### src/rtl/parking_defs.sv
// parking_defs: lane state encoding and width helpers shared by the parking lane controller
package parking_defs;

    typedef enum logic [2:0] {
        S_IDLE      = 3'd0,
        S_WAIT_PIN  = 3'd1,
        S_WRONG_PIN = 3'd2,
        S_OPEN      = 3'd3,
        S_CLOSING   = 3'd4,
        S_BLOCKED   = 3'd5
    } lane_state_t;

    function automatic int cnt_w(input int n);
        return (n < 1) ? 1 : $clog2(n + 1);
    endfunction

endpackage

### src/rtl/parking_lane_fsm.sv
// parking_lane_fsm: one entry lane (PIN check, retries, timed close, tailgate, unlock); LOCKOUT_TIMER_EN adds BLOCKED auto-release
module parking_lane_fsm
    import parking_defs::*;
#(
    parameter int               PIN_W          = 16,
    parameter logic [PIN_W-1:0] CORRECT_PIN    = 16'h2468,
    parameter int               MAX_ATTEMPTS   = 3,
    parameter int               CLOSE_CYCLES   = 4,
    parameter int               LOCKOUT_CYCLES = 64
) (
    input  logic             clk,
    input  logic             rst,
    input  logic             i_arrival,
    input  logic             i_left,
    input  logic [PIN_W-1:0] i_code,
    input  logic             i_code_ack,
    input  logic             i_admin_unlock,
    input  logic             i_lot_full,
    output logic             o_open,
    output logic             o_close,
    output logic             o_wrong,
    output logic             o_blocked,
    output logic             o_inc
);

    localparam int AW = cnt_w(MAX_ATTEMPTS);
    localparam int CW = cnt_w(CLOSE_CYCLES);

    lane_state_t   r_state, w_next;
    logic [AW-1:0] r_attempts;
    logic [AW-1:0] w_att_inc;
    logic [CW-1:0] r_close;
    logic          w_wrong;
    logic          w_close_done;
    logic          w_lock_done;

    assign w_att_inc    = r_attempts + 1'b1;
    assign w_wrong      = i_code_ack && (i_code != CORRECT_PIN);
    assign w_close_done = r_close == CW'(CLOSE_CYCLES - 1);

`ifdef LOCKOUT_TIMER_EN
    localparam int LW = cnt_w(LOCKOUT_CYCLES);
    logic [LW-1:0] r_lock;
    assign w_lock_done = r_lock == LW'(LOCKOUT_CYCLES - 1);
    // counts cycles spent in BLOCKED, restarting on every entry
    always_ff @(posedge clk) begin
        if (rst) r_lock <= '0;
        else     r_lock <= (r_state == S_BLOCKED) ? r_lock + 1'b1 : '0;
    end
`else
    assign w_lock_done = 1'b0;
`endif

    // next-state selection; code_ack wins over vehicle_left while waiting for a PIN
    always_comb begin
        w_next = r_state;
        case (r_state)
            S_IDLE:      if (i_arrival && !i_lot_full) w_next = S_WAIT_PIN;
            S_WAIT_PIN:  if (i_code_ack) w_next = !w_wrong ? S_OPEN :
                                                  (w_att_inc == AW'(MAX_ATTEMPTS)) ? S_BLOCKED : S_WRONG_PIN;
                         else if (i_left) w_next = S_IDLE;
            S_WRONG_PIN: if (!i_code_ack) w_next = S_WAIT_PIN;
            S_OPEN:      if (i_left) w_next = i_arrival ? S_BLOCKED : S_CLOSING;
            S_CLOSING:   if (w_close_done) w_next = S_IDLE;
            S_BLOCKED:   if (i_admin_unlock || w_lock_done) w_next = S_IDLE;
            default:     w_next = S_IDLE;
        endcase
    end

    // state register plus retry and close counters
    always_ff @(posedge clk) begin
        if (rst) begin
            r_state    <= S_IDLE;
            r_attempts <= '0;
            r_close    <= '0;
        end else begin
            r_state <= w_next;
            r_close <= (r_state == S_CLOSING) ? r_close + 1'b1 : '0;
            if (r_state == S_OPEN || (r_state == S_BLOCKED && w_next == S_IDLE))
                r_attempts <= '0;
            else if (r_state == S_WAIT_PIN && w_wrong)
                r_attempts <= w_att_inc;
        end
    end

    assign o_open    = r_state == S_OPEN;
    assign o_close   = r_state == S_CLOSING;
    assign o_wrong   = r_state == S_WRONG_PIN;
    assign o_blocked = r_state == S_BLOCKED;
    assign o_inc     = (r_state == S_OPEN) && i_left && !i_arrival;

endmodule

### src/rtl/parking_lane_controller.sv
// parking_lane_controller: N_LANES gate FSMs sharing a saturating occupancy counter; LOCKOUT_TIMER_EN enables lane auto-unlock
module parking_lane_controller
    import parking_defs::*;
#(
    parameter int               N_LANES        = 2,
    parameter int               PIN_W          = 16,
    parameter logic [PIN_W-1:0] CORRECT_PIN    = 16'h2468,
    parameter int               MAX_ATTEMPTS   = 3,
    parameter int               CLOSE_CYCLES   = 4,
    parameter int               CAPACITY       = 8,
    parameter int               LOCKOUT_CYCLES = 64
) (
    input  logic                         clk,
    input  logic                         rst,
    input  logic [N_LANES-1:0]           vehicle_arrival,
    input  logic [N_LANES-1:0]           vehicle_left,
    input  logic [N_LANES*PIN_W-1:0]     code,
    input  logic [N_LANES-1:0]           code_ack,
    input  logic [N_LANES-1:0]           admin_unlock,
    input  logic                         vehicle_exit,
    output logic [N_LANES-1:0]           open_gate,
    output logic [N_LANES-1:0]           close_gate,
    output logic [N_LANES-1:0]           wrong_pin,
    output logic [N_LANES-1:0]           blocked_gate,
    output logic [cnt_w(CAPACITY)-1:0]   occupancy,
    output logic                         lot_full,
    output logic                         overflow
);

    localparam int OW = cnt_w(CAPACITY);
    localparam int SW = OW + cnt_w(N_LANES) + 1;

    if (MAX_ATTEMPTS < 1 || CLOSE_CYCLES < 1 || CAPACITY < 1 || LOCKOUT_CYCLES < 1 || N_LANES < 1) begin : g_bad_param
        $error("parking_lane_controller: parameter out of range");
    end

    logic [N_LANES-1:0] w_inc;
    logic [SW-1:0]      w_sum;
    logic [SW-1:0]      w_net;
    logic               w_over;
    logic [OW-1:0]      r_occ;
    logic               r_ovf;

    for (genvar g = 0; g < N_LANES; g++) begin : g_lane
        parking_lane_fsm #(
            .PIN_W         (PIN_W),
            .CORRECT_PIN   (CORRECT_PIN),
            .MAX_ATTEMPTS  (MAX_ATTEMPTS),
            .CLOSE_CYCLES  (CLOSE_CYCLES),
            .LOCKOUT_CYCLES(LOCKOUT_CYCLES)
        ) u_lane (
            .clk           (clk),
            .rst           (rst),
            .i_arrival     (vehicle_arrival[g]),
            .i_left        (vehicle_left[g]),
            .i_code        (code[g*PIN_W +: PIN_W]),
            .i_code_ack    (code_ack[g]),
            .i_admin_unlock(admin_unlock[g]),
            .i_lot_full    (lot_full),
            .o_open        (open_gate[g]),
            .o_close       (close_gate[g]),
            .o_wrong       (wrong_pin[g]),
            .o_blocked     (blocked_gate[g]),
            .o_inc         (w_inc[g])
        );
    end

    // unsaturated next occupancy: entries added first so a same-cycle exit nets out, floored at zero
    always_comb begin
        w_sum = SW'(r_occ);
        for (int i = 0; i < N_LANES; i++) w_sum = w_sum + SW'(w_inc[i]);
        w_net  = (vehicle_exit && w_sum != '0) ? w_sum - SW'(1) : w_sum;
        w_over = w_net > SW'(CAPACITY);
    end

    // occupancy saturates at capacity; overflow remembers any clipped entry
    always_ff @(posedge clk) begin
        if (rst) begin
            r_occ <= '0;
            r_ovf <= 1'b0;
        end else begin
            r_occ <= w_over ? OW'(CAPACITY) : w_net[OW-1:0];
            if (w_over) r_ovf <= 1'b1;
        end
    end

    assign occupancy = r_occ;
    assign lot_full  = r_occ == OW'(CAPACITY);
    assign overflow  = r_ovf;

endmodule

### config.mk
export PLATFORM = sky130hd
export DESIGN_NAME = parking_lane_controller
export DESIGN_NICKNAME = d
export VERILOG_FILES = /design/src/rtl/parking_defs.sv /design/src/rtl/parking_lane_fsm.sv /design/src/rtl/parking_lane_controller.sv
export SDC_FILE = /design/constraint.sdc
export NUM_CORES = 1
export LEC_CHECK = 0
export BUFFER_PORTS_ARGS = -buffer_cell sky130_fd_sc_hd__buf_2
export CAP_MARGIN = 10
export CORE_MARGIN = 2
export CORE_UTILIZATION = 44
export DETAILED_ROUTE_END_ITERATION = 10
export PLACE_DENSITY = 0.76
export SYNTH_ARGS = -nofsm -noshare
export SYNTH_HDL_FRONTEND = slang
export SYNTH_SLANG_ARGS = --single-unit
### constraint.sdc
create_clock -name clk -period 2.6 [get_ports clk]
set_input_delay 0.13 -clock clk [delete_from_list [all_inputs] [get_ports clk]]
set_output_delay 0.13 -clock clk [all_outputs]
set_load 0.1 [all_outputs]
**Word-level counts from Yosys, hierarchy flattened**

Cells that the tools add are included.

- Add/subtract/negate cells: 7
- $lt $le $gt $ge: 1
- Equality and inequality tests: 17
- Multiplexer cells: 24
- Bitwise operators: 2
- Reductions and logical operators: 28

Operator list:

| cell | number |
|---|---|
| two-way mux 3 bit | 18 |
| one-hot mux 3 bit (6 select lines) | 2 |
| != test 16 x 14 -> 1 bit (second input constant) | 2 |
| == test 3 x 2 -> 1 bit (second input constant) | 6 |
| logical AND 1 bit | 13 |
| == test 3 bit (second input constant) | 4 |
| logical NOT 3 bit | 4 |
| OR reduction 2 bit | 5 |
| greater-than comparator 7 x 4 -> 1 bit (second input constant) | 1 |
| two-way mux 7 bit | 1 |
| nonzero test 7 bit | 1 |
| subtractor 6 x 1 -> 7 bit (second input constant) | 1 |
| adder 3 x 1 -> 3 bit (second input constant) | 2 |
| adder 5 x 1 -> 6 bit | 1 |
| == test 3 x 1 -> 1 bit (second input constant) | 2 |
| adder 4 x 1 -> 5 bit | 1 |
| adder 2 x 1 -> 2 bit (second input constant) | 2 |
| == test 2 bit (second input constant) | 2 |
| == test 4 bit (second input constant) | 1 |
| two-way mux 4 bit | 1 |
| logical NOT 1 bit | 3 |
| logical OR 1 bit | 2 |
| two-way mux 1 bit | 2 |
| inverter 1 bit | 2 |

- Bits in registers: 21
- Bits of input ports: 43
- Output and inout port bits: 14
- Word-level logic and storage cells: 88

**Logic depth before layout (Yosys ltp)**

- Depth after elaboration: 10
- Depth in mapped cells: 13
- Gate-level depth less buffers: 13

**By module**

From an unflattened synthesis, not the netlist that was laid out.

- Cell total of the unflattened synthesis: 189
- Area total of the unflattened synthesis: 1736.7 um^2

By module, submodules not included:

| module | instances | cells each | area each (um^2) |
|---|---|---|---|
| parking_lane_fsm | 2 | 63 | 599.3 |
| parking_lane_controller | 1 | 63 | 538.0 |

**Least setup slack after synthesis**

No wires, ideal clock.

- Kind: flip-flop to flip-flop
- Start: register r_occ[3], in the netlist occupancy[3]
- End: register g_lane[0].u_lane.r_state[0]
- Data arrival time: 4.899 ns
- Data required time: 2.483 ns
- Path slack: -2.416 ns
- Cell stages (with the launch flop): 6
- Path buffers: 0
- Cell sequence: dfxtp_1 nor4b_1 o31ai_1 nand3b_1 o221ai_1 a32o_1

- Word-level cells in the longest chain between the ends: 5

RTL lines:

| what | line | text |
|---|---|---|
| start, declared | parking_lane_controller.sv:41 | `logic [OW-1:0] r_occ;` |
| start signal, assigned | parking_lane_controller.sv:82 | `r_occ <= w_over ? OW'(CAPACITY) : w_net[OW-1:0];` |
| == test 4 bit | parking_lane_controller.sv:88 | `assign lot_full = r_occ == OW'(CAPACITY);` |
| net lot_full | parking_lane_controller.sv:26 | `output logic lot_full,` |
| logical NOT 1 bit | parking_lane_fsm.sv:58 | `S_IDLE: if (i_arrival && !i_lot_full) w_next = S_WAIT_PIN;` |
| logical AND 1 bit | parking_lane_fsm.sv:58 |  |
| two-way mux 3 bit | parking_lane_fsm.sv:58 |  |
| one-hot mux 3 bit (6 select lines) | parking_lane_fsm.sv:57 | `case (r_state)` |
| end signal, assigned | parking_lane_fsm.sv:77 | `r_state <= w_next;` |
| end, declared | parking_lane_fsm.sv:29 | `lane_state_t r_state, w_next;` |

The timed path passes the listed nets, and every way through them passes these cells.
A chain may end at the register's enable or synchronous reset.

**Worst setup path in the final report**

- Start: register g_lane[0].u_lane.r_state[0]
- End: register r_occ[3], in the netlist occupancy[3]

- Word-level cells in the longest chain between the ends: 10

RTL lines:

| what | line | text |
|---|---|---|
| == test 3 x 2 -> 1 bit (*) | parking_lane_fsm.sv:90 | `assign o_inc = (r_state == S_OPEN) && i_left && !i_arrival;` |
| logical AND 1 bit (*) (2 in series) | parking_lane_fsm.sv:90 |  |
| adder 4 x 1 -> 5 bit (*) | parking_lane_controller.sv:71 | `for (int i = 0; i < N_LANES; i++) w_sum = w_sum + SW'(w_inc[i]);` |
| adder 5 x 1 -> 6 bit (*) | parking_lane_controller.sv:71 |  |
| parallel branches: the longest is 2 deep, another holds subtractor 6 x 1 -> 7 bit | n/a |  |
| two-way mux 7 bit (*) | parking_lane_controller.sv:72 | `w_net = (vehicle_exit && w_sum != '0) ? w_sum - SW'(1) : w_sum;` |
| greater-than comparator 7 x 4 -> 1 bit | parking_lane_controller.sv:73 | `w_over = w_net > SW'(CAPACITY);` |
| two-way mux 4 bit (*) | parking_lane_controller.sv:82 |  |

Every way passes the cells marked *.

==> run metrics <==
Via density=5.18; skew final=0.00913 ns; final instance area=2040 sq um; Final ANT Viol Nets=0; nets@finish=302; CP max FO=5; Async SR Flop Fraction=0; die area=3940 sq um; I/O Buffers=56; synthesized area=1520 sq um; largest cells by area after synthesis=dfxtp_1, ha_1, nor2_1; Tmin final=2.53 ns; RePlAce Congestion=0.824; vias in the first global route=1525; Synth top area share=0.277; DR DRC count=0; Final Max Slew Viols=0; critical path arrival=2.73 ns; diode count=0; worst vdd ir=0.000336 V; I/O pin total=57; CTS root buf=clkbuf_4; router iterations before antenna repair=4; top achievable clock speed=395 MHz; final setup margin=0.0681 ns; Crit Path Category=reg -> reg; first-pass GRT wire length=6040 um; crit start category=flip-flop; post-place setup slack=-0.0441 ns; EDFF count, synth=0; pin count of the biggest net entering global routing=15; Power Density=612 nW/um^2; Critical Path RT=2.80 ns; 1st-iter DRT viols=87; layout cell share with drive strength beyond 1=0.410; synthesis-stage register bit count=21; Starting Density=0.455; Cell Rows=21; crit end category=flip-flop; Slew @ Worst Pin=0.468 ns; clk_lat worst skew=0.31 ns; Min-Delay Path Class=in -> reg; sequential share of the synthesized area=0.277; maximum clock path buffer count=2; Reg clk slew, reported paths=0.12 ns; die span in y=62.7 um; Tot GR Track Use=0.184; TritonCTS clock tree=done; setup violators final=0; synthesis-to-layout area growth=34.3%; Die W=62.7 um; R2R Setup Slk=0.07 ns; fin crit share=0.974; fin util=0.611; Core Area=3340 sq um; syn_nets=242; maxcap violations=0; CTS Buf Count=3; yosys warns=0; DR vias=1528; Mean Syn Cell Area=7.99 sq um; Hold Vio Cnt, Final=0; post-synth cell types=51; most common cell in the netlist=nor2_1; Synth Instances=190; post-synth top area cell=dfxtp_1; H-tree levels=1; Final Routed Wirelength=3510 um; status=completed; TritonCTS Sinks=21; HPWL Detailed=2590 um; Placed Area=1870 sq um; wire per inst=11.9 um; Remaining Overflow, GRT=0; top_reg_cell synth=dfxtp_1; hold_buf cts=0; top post-synthesis cells by count=nor2_1, dfxtp_1, inv_1, nand2_1, a21oi_1; slew margin rel.=0.684; initial antenna violation count=0; Leak=0.928 nW
==> per-stage QoR <==
stage               setup TNS [ns]  total power [W]  hold WS (ns)  instances
floorplan                        0         0.000835         0.292        190
global placement                 0         0.000952         0.413        288
detailed placement          -0.125         0.000956         0.419        288
CTS                              0          0.00114         0.104        292
global route                -0.206          0.00133         0.138        295
finish                           0          0.00125         0.146        295
==> registers in the layout, summed over array words and instances, names as in the netlist <==
signal,count
g_lane.u_lane.r_close,6
overflow,1
g_lane.u_lane.r_state,6
occupancy,4
g_lane.u_lane.r_attempts,4
==> what timing repair did <==
item	in CTS	in global routing
hold endpoints to repair	0	0
gates resized for setup	8	19
buffers inserted	0	3
pin swaps	2	5
endpoints found under the setup margin	5	5
==> final timing paths <==
check / from / to / depth (start not counted)
setup / recovery: g_lane[0].u_lane.r_state[0]$_SDFF_PP0_ / occupancy[3]$_SDFF_PP0_ / 12
hold / removal: vehicle_exit / occupancy[1]$_SDFF_PP0_ / 2
setup reg to reg: g_lane[0].u_lane.r_state[0]$_SDFF_PP0_ / occupancy[3]$_SDFF_PP0_ / 12
hold reg to reg: g_lane[0].u_lane.r_close[0]$_SDFF_PP0_ / g_lane[0].u_lane.r_close[0]$_SDFF_PP0_ / 1
==> per-layer routing <==
layer	track usage	part of all wire	routed length [um]
met3	0.0414	0.048	167
met1	0.222	0.45	1590
met5	0	0	0
met2	0.325	0.49	1730
met4	0.0556	0.0049	17
==> critical path, cell delays in order, from the launching register on <==
cell and delay, ns:
dfxtp_2 0.34, nor2b_2 0.15, and2_4 0.15, nand3b_1 0.10, fa_2 0.38, inv_2 0.08, ha_4 0.22, nor2b_4 0.13
buf_4 0.13, nor2_4 0.04, a32o_2 0.22, a211o_4 0.34, nor2b_1 0.13
==> cell families after synthesis <==
kind of cell | count (synthesis) | share of synthesized area
adder cells (fa/ha/maj) | 9 | 0.0791
multiplexers | 4 | 0.0264
buffers and inverters | 29 | 0.0923
AO/OA/AOI/OAI | 39 | 0.178
AND/OR/NAND/NOR | 86 | 0.336
XOR/XNOR | 2 | 0.0115
flip-flops | 21 | 0.277
==> placed cells by master, fill, tap and decap left out, types with 4 or more instances in the layout <==
cell       n
mux2i_1    4
nand2_1   12
ha_1       6
nor2b_1    6
a21oi_1   11
nor2_1    23
nand2b_1   5
inv_1     13
dfxtp_1   17
buf_2     56
buf_4     13
==> final cells by class <==
class,instances,area [sq um]
repair buffers,69,378
clock inverters,1,6.26
multi-input cells,140,1090
fillers,317,1300
clock buffers,3,22.5
well taps,46,57.6
inverters,15,56.3
flip-flops and latches,21,428
==> where the power goes <==
part	switching [W]	leakage [nW]	total, W	internal, W
logic	0.000427	0.737	0.000682	0.000254
registers	0.0000433	0.172	0.000403	0.000359
clock network	0.000103	0.0183	0.000162	0.0000596
No activity file was read; power rests on OpenSTA's default activity.
